**src/rtl/seed_packet_rx.sv**
```systemverilog
// seed_packet_rx: deframes 4-byte seed packets (HEADER, x, y, checksum) from the UART byte stream.
// Latency: 1 cycle from the checksum byte strobe to seed_x_in/seed_y_in/seed_valid/seed_locked.
// Backpressure: none; every rx_valid byte is consumed in the cycle it arrives.
//
// Ports:
//   clk_75      in   system clock
//   rst_n       in   synchronous active-low reset
//   rx_data     in   [7:0] received byte, qualified by rx_valid
//   rx_valid    in   one-cycle strobe per received byte
//   seed_x_in   out  [4:0] last accepted peer seed x, held between packets
//   seed_y_in   out  [4:0] last accepted peer seed y, held between packets
//   seed_valid  out  one-cycle pulse when a new seed is latched
//   seed_locked out  level, set once a good packet has been received
//   frame_err   out  one-cycle pulse when a partial packet is discarded
module seed_packet_rx #(
  parameter logic [7:0] HEADER         = 8'hA5,
  parameter int         TIMEOUT_CYCLES = 750000,
  parameter int         CNT_W          = $clog2(TIMEOUT_CYCLES)
) (
  input  logic       clk_75,
  input  logic       rst_n,
  input  logic [7:0] rx_data,
  input  logic       rx_valid,
  output logic [4:0] seed_x_in,
  output logic [4:0] seed_y_in,
  output logic       seed_valid,
  output logic       seed_locked,
  output logic       frame_err
);

  typedef enum logic [1:0] {
    IDLE    = 2'd0,
    GET_X   = 2'd1,
    GET_Y   = 2'd2,
    GET_CHK = 2'd3
  } state_e;

  localparam logic [CNT_W-1:0] CNT_MAX = CNT_W'(TIMEOUT_CYCLES - 1);

  state_e           state_q, state_d;
  logic [CNT_W-1:0] cnt_q, cnt_d;
  logic [4:0]       x_tmp_q, x_tmp_d;
  logic [4:0]       y_tmp_q, y_tmp_d;
  logic [4:0]       seed_x_q, seed_x_d;
  logic [4:0]       seed_y_q, seed_y_d;
  logic             valid_q, valid_d;
  logic             locked_q, locked_d;
  logic             err_q, err_d;

  logic             range_ok;
  logic [7:0]       chk_exp;
  logic             bad;

  // Seed bytes only carry 5 significant bits; anything in [7:5] marks a corrupt byte.
  assign range_ok = (rx_data[7:5] == 3'b000);
  assign chk_exp  = {3'b000, x_tmp_q} ^ {3'b000, y_tmp_q} ^ HEADER;

  always_comb begin
    state_d  = state_q;
    cnt_d    = cnt_q;
    x_tmp_d  = x_tmp_q;
    y_tmp_d  = y_tmp_q;
    seed_x_d = seed_x_q;
    seed_y_d = seed_y_q;
    locked_d = locked_q;
    valid_d  = 1'b0;
    err_d    = 1'b0;
    bad      = 1'b0;

    unique case (state_q)
      IDLE: begin
        // Non-header bytes in IDLE are line noise between packets, dropped silently.
        if (rx_valid && rx_data == HEADER) state_d = GET_X;
      end
      GET_X: begin
        if (rx_valid) begin
          if (range_ok) begin
            x_tmp_d = rx_data[4:0];
            state_d = GET_Y;
          end else begin
            bad = 1'b1;
          end
        end
      end
      GET_Y: begin
        if (rx_valid) begin
          if (range_ok) begin
            y_tmp_d = rx_data[4:0];
            state_d = GET_CHK;
          end else begin
            bad = 1'b1;
          end
        end
      end
      GET_CHK: begin
        if (rx_valid) begin
          if (rx_data == chk_exp) begin
            seed_x_d = x_tmp_q;
            seed_y_d = y_tmp_q;
            locked_d = 1'b1;
            valid_d  = 1'b1;
            state_d  = IDLE;
          end else begin
            bad = 1'b1;
          end
        end
      end
      default: state_d = IDLE;
    endcase

    // Inter-byte timeout. A byte on the limit cycle takes priority, so the
    // timeout only fires on a silent cycle. Reaching the limit always leaves
    // for IDLE, so the counter can never advance past CNT_MAX.
    if (state_q == IDLE) begin
      cnt_d = '0;
    end else if (rx_valid) begin
      cnt_d = '0;
    end else if (cnt_q == CNT_MAX) begin
      err_d   = 1'b1;
      state_d = IDLE;
      cnt_d   = '0;
    end else begin
      cnt_d = cnt_q + CNT_W'(1);
    end

    // A rejected byte that happens to be HEADER starts a fresh packet, so a
    // sender restarting mid-packet loses only the truncated one.
    if (bad) begin
      err_d   = 1'b1;
      state_d = (rx_data == HEADER) ? GET_X : IDLE;
    end
  end

  always_ff @(posedge clk_75) begin
    if (!rst_n) begin
      state_q  <= IDLE;
      cnt_q    <= '0;
      x_tmp_q  <= '0;
      y_tmp_q  <= '0;
      seed_x_q <= '0;
      seed_y_q <= '0;
      valid_q  <= 1'b0;
      locked_q <= 1'b0;
      err_q    <= 1'b0;
    end else begin
      state_q  <= state_d;
      cnt_q    <= cnt_d;
      x_tmp_q  <= x_tmp_d;
      y_tmp_q  <= y_tmp_d;
      seed_x_q <= seed_x_d;
      seed_y_q <= seed_y_d;
      valid_q  <= valid_d;
      locked_q <= locked_d;
      err_q    <= err_d;
    end
  end

  assign seed_x_in   = seed_x_q;
  assign seed_y_in   = seed_y_q;
  assign seed_valid  = valid_q;
  assign seed_locked = locked_q;
  assign frame_err   = err_q;

endmodule
```
**config.mk**
```make
export PLATFORM = sky130hd
export DESIGN_NAME = seed_packet_rx
export DESIGN_NICKNAME = d
export VERILOG_FILES = /design/src/rtl/seed_packet_rx.sv
export SDC_FILE = /design/constraint.sdc
export NUM_CORES = 1
export LEC_CHECK = 0
export CAP_MARGIN = 30
export CORE_MARGIN = 1
export CORE_UTILIZATION = 45
export CTS_CLUSTER_SIZE = 8
export DETAILED_ROUTE_END_ITERATION = 10
export HOLD_SLACK_MARGIN = 0.02
export PLACE_DENSITY = 0.78
export SLEW_MARGIN = 5
export SYNTH_ARGS = -nofsm -noshare
export SYNTH_HDL_FRONTEND = slang
export SYNTH_SLANG_ARGS = --single-unit
```
**constraint.sdc**
```tcl
create_clock -name clk_75 -period 4.5 [get_ports clk_75]
set_input_delay 1.35 -clock clk_75 [delete_from_list [all_inputs] [get_ports clk_75]]
set_output_delay 1.35 -clock clk_75 [all_outputs]
set_load 0.01 [all_outputs]
```
==> impl_metrics.ini, run 1 <==
[timing]
worst_slew_pin_slew_ns = 0.781
hold_viol_final = 0
clock_skew_ns = 0.00235
setup_viol = 0
fmax_mhz = 295
relSlewSlack_pct = 47.9
grt_setup_unrepaired = false
finalMaxSlewViolations = 0
fin_setup_tns_ns = 0
fin_ws_ns = 1.11
fin_crit_sh_pct = 75.2
finalCriticalPeriod_ns = 3.39
whs_ns = 0.475

[floorplan]
core_sq_um = 4470
die-area_sq_um = 5040
fp.dieH_microns = 71.0
start_util_pct = 47.9
num_rows = 24
die_w_microns = 71.0
top_level_ports = 24

[worst_hold_path]
holdCritPathClass = reg2reg

[synth]
synth.most_common_cell = dfxtp_1
synth_top_area_share_pct = 42.1
ys_seq_elements = 45
yosysWarnings = 0
seq_area_frac_synth_pct = 42.1
netlist_top_cells_count = dfxtp_1, nand4_1, o31ai_1, clkbuf_1, nor2_1
async_flop_share_pct = 0
ys_types = 42
synth-main-ff-cell = dfxtp_1
syn-num-nets = 241
syn_area_per_cell_sq_um = 9.35
synth_area_leader_cell = dfxtp_1
synth_edf_count = 0
synth_area_leaders = dfxtp_1, o31ai_1, mux2i_1
syn_inst = 229
syn-cell-area_sq_um = 2140

[routing]
first_pass_iters = 7
post_drt_wl_per_cell_microns = 15.9
avgViaCountPerCell = 6.14
drc = 0
ant_nets = 0
drt_iter0_drc = 189
num_vias = 1818
wl_mm = 4.70

[power]
total_leakage_power_nw = 0.783
peakVddDrop_mv = 0.186
power_density_nw_per_um2 = 316

[critical_path]
endpoint_kind = flop
cpMaxStageDelayCell = clkdlybuf4s50_1
cp_data_required_time_ns = 4.74
critPathBufInv = 2
worstSetupPathType = in2reg
cp.arrival_ns = 3.63
cp_cell_sequence = clkdlybuf4s50_1, inv_1, nand2b_1, or3_1, o21ai_0
crit_family = buffers and inverters
cpPeakStageDelay_ns = 0.69
start_kind = input port
cp_max_fo = 21

[placement]
port_buffers = 23
place_hpwl_mm = 3.06
gp_congestion = 0.784
place_ws_ns = 0.837

[clock_tree]
clk_pin_slew_worst_paths_ns = 0.09
holdBufCountCts = 0
clock-sinks = 45
clk_latency_ns = 0.31
clockBufferDepth = 2
cts_tree = built
cts-root-buf = clkbuf_8
post-cts-setup-buffer-count = 0
cts_resized = 0
cts-buffers-inserted = 5
htree_num_levels = 2

[layout]
nNetsFinal = 255
layout-drive-gt1-share_pct = 5.33
area_growth_pct = 17.2
antenna_cells = 0

[global_route]
grt_pass1_wl_mm = 7.77
grt_overflow = 0
grtUsageTotal_pct = 19.7
grt_pass1_vias = 1640
grt_max_degree = 24
antenna_found_initial = 0

[outcome]
outcome = complete, no violations

[job]
max_cap_viol_count = 0
registers in the layout, summed over array words and instances (netlist names):
| signal | cells |
|---|---|
| seed_valid | 1 |
| seed_locked | 1 |
| state_q | 2 |
| y_tmp_q | 5 |
| cnt_q | 20 |
| seed_y_in | 5 |
| seed_x_in | 5 |
| x_tmp_q | 5 |
| frame_err | 1 |
cells in the final DEF, fill, tap and decap left out, types with 4 or more instances in the layout:
cell type,n
nand3_1,8
nor2_1,14
nor3_1,13
nand4_1,16
and3_1,4
a21oi_1,11
o21ai_0,4
nand2_1,7
nor4_1,5
or4_1,6
and4_1,4
a211oi_1,7
clkbuf_8,5
dfxtp_1,45
mux2i_1,10
o31ai_1,15
clkdlybuf4s50_1,23
inv_1,5
xnor2_1,5
xor2_1,7
cell families (layout without fill, tap and decap cells):
logic type      Yosys count  count (layout)  synth area share [%]
simple gates             92              92                  25.1
fa+ha+maj                 1               1                 0.584
compound gates           42              42                  13.0
xor+xnor                 17              17                  10.3
flops                    45              45                  42.1
buf+inv                  22              37                  4.26
mux                      10              10                  4.67
power by group:
part           internal [mW]  switching, mW  leakage, nW  total (mW)
Clock                  0.221          0.147       0.0681       0.368
Combinational         0.0114         0.0155        0.352      0.0269
Sequential             0.398      0.0000361        0.362       0.398
Total                  0.630          0.163        0.783       0.792
layer usage:
metal | track usage, % | up-vias | share of wire [%]
li1 | - | 894 | -
met1 | 24.6 | 873 | 46
met2 | 32.5 | 42 | 48
met3 | 5.84 | 9 | 3.7
met4 | 7.11 | 0 | 1.6
met5 | 0 | - | 0
worst paths after layout:
path	start	endpoint	slack, ns	cells after the start
setup / recovery	rx_valid	frame_err$_SDFF_PN0_	1.11	5
hold / removal	seed_locked$_SDFFE_PN0P_	seed_locked$_SDFFE_PN0P_	0.48	1
setup reg to reg	cnt_q[0]$_SDFF_PP0_	cnt_q[18]$_SDFF_PP0_	2.50	5
hold reg to reg	seed_locked$_SDFFE_PN0P_	seed_locked$_SDFFE_PN0P_	0.48	1
final cells by class:
cell class,instances,area [sq um]
Tap cell,52,65.1
Fill cell,410,1960
Inverter,5,18.8
Timing Repair Buffer,24,241
Sequential cell,45,901
Clock buffer,5,68.8
Multi-Input combinational cell,162,1150
Clock inverter,3,65.1
through the flow:
stage / util [%] / std cells / area (sq um) / power, mW
after global routing: 56.1 / 296 / 2510 / 0.817
after floorplan: - / 229 / 2140 / 0.420
after global placement: 52.9 / 287 / 2360 / 0.433
after detailed placement: 53.1 / 288 / 2380 / 0.433
final: 56.1 / 296 / 2510 / 0.792
after CTS: 56.1 / 296 / 2510 / 0.796
worst reg2reg max path, delay by kind of cell (launching register included):
family	cells	cell delay, ns
adder cells (fa/ha/maj)	1	0.21
AO/OA/AOI/OAI	1	0.26
flip-flops	1	0.41
AND/OR/NAND/NOR	3	1.03
Note: power is estimated with default switching activity, not from simulation.
==> run 2, diff against run 1 <==
- clock period: 4.5 -> 3.5 ns (I/O delays scaled with it)
==> impl_metrics.ini, run 2 (synthesis gave the netlist of run 1 again) <==
[critical_path]
cp_cell_sequence = clkdlybuf4s50_1, and3b_1, nand4_1, o31ai_1, a21oi_1
worstSetupPathType = in2reg
cpMaxStageDelayCell = clkdlybuf4s50_1
cpPeakStageDelay_ns = 0.52
cp.arrival_ns = 2.82
critPathBufInv = 1
crit_family = simple AND/OR/NAND/NOR gates
start_kind = input port
cp_max_fo = 13
endpoint_kind = flop
cp_data_required_time_ns = 3.66

[routing]
post_drt_wl_per_cell_microns = 15.2
num_vias = 1820
ant_nets = 0
drt_iter0_drc = 89
wl_mm = 4.54
drc = 4
avgViaCountPerCell = 6.11
first_pass_iters = 7

[clock_tree]
cts-root-buf = clkbuf_8
holdBufCountCts = 0
post-cts-setup-buffer-count = 0
clockBufferDepth = 2
clk_pin_slew_worst_paths_ns = 0.08
cts-buffers-inserted = 5
clk_latency_ns = 0.30
cts_resized = 0
htree_num_levels = 2
clock-sinks = 45
cts_tree = built

[floorplan]
top_level_ports = 24
die_w_microns = 71.0
core_sq_um = 4470
die-area_sq_um = 5040
start_util_pct = 47.9
num_rows = 24
fp.dieH_microns = 71.0

[job]
max_cap_viol_count = 0

[timing]
finalMaxSlewViolations = 0
relSlewSlack_pct = 53.0
clock_skew_ns = 0.00895
worst_slew_pin_slew_ns = 0.704
hold_viol_final = 0
fin_crit_sh_pct = 76.0
fmax_mhz = 376
grt_setup_unrepaired = false
setup_viol = 0
fin_setup_tns_ns = 0
finalCriticalPeriod_ns = 2.66

[worst_hold_path]
holdCritPathClass = reg2reg

[layout]
top_register = cnt_q
layout-drive-gt1-share_pct = 5.69
largest_reg_flops = 20
fillers = 422
final_common_cell = dfxtp_1
antenna_cells = 0
fin_area_sq_um = 2500
area_growth_pct = 16.9
layout_common_cells = dfxtp_1, clkdlybuf4s50_1, nand4_1, o31ai_1, nor2_1
final_util_pct = 56.0
nNetsFinal = 257

[power]
total_leakage_power_nw = 0.781
power_density_nw_per_um2 = 383
peakVddDrop_mv = 0.243

[outcome]
failed_checks = DRC
outcome = complete, but fails checks

[global_route]
grtUsageTotal_pct = 18.9
grt_max_degree = 24
grt_pass1_wl_mm = 7.51
grt_pass1_vias = 1606
grt_overflow = 0
antenna_found_initial = 0

[placement]
port_buffers = 23
place_hpwl_mm = 3.12
gp_congestion = 0.794
placed_area_sq_um = 2390
==> run 2: metrics by stage <==
step,total power [mW],cells,hold slack [ns],setup WS [ns]
floorplan,0.540,229,0.456,1.27
global placement,0.558,290,0.456,0.608
detailed placement,0.559,290,0.458,0.548
CTS,0.963,298,0.473,0.869
global route,0.992,298,0.504,0.735
finish,0.958,298,0.469,0.841
==> run 2: worst min-delay path, stage by stage (launching register included) <==
cell     delay [ns]
dfxtp_1        0.31
o31ai_1        0.06
a21oi_1        0.06
==> run 2: cell type report <==
class,count,area (sq um),area share (%)
Clock inverter,1,30.0,1.20
Tap cell,52,65.1,2.60
Sequential cell,45,901,36.0
Multi-Input combinational cell,162,1150,45.9
Clock buffer,7,86.3,3.45
Inverter,5,18.8,0.750
Timing Repair Buffer,26,253,10.1
==> run 2: final timing paths <==
kind,from,to,slack (ns),cells after the start
max,rx_data[7],seed_x_in[2]$_SDFFE_PN0P_,0.84,5
min,seed_x_in[3]$_SDFFE_PN0P_,seed_x_in[3]$_SDFFE_PN0P_,0.47,2
max reg2reg,cnt_q[0]$_SDFF_PP0_,cnt_q[10]$_SDFF_PP0_,1.53,6
min reg2reg,seed_x_in[3]$_SDFFE_PN0P_,seed_x_in[3]$_SDFFE_PN0P_,0.47,2
==> run 2: power breakdown <==
group          switching [mW]  total [mW]  internal, mW  leakage [nW]
combinational          0.0204      0.0357        0.0153         0.361
sequential          0.0000435       0.511         0.511         0.362
clock                   0.178       0.411         0.233        0.0585
==> run 2: per-layer routing <==
metal	vias to the layer above	wire length (microns)	global-route usage (%)
met5	-	0	0
met4	0	45	5.78
met3	9	181	4.42
met2	36	2290	32.7
met1	878	2020	23.3
li1	897	-	-
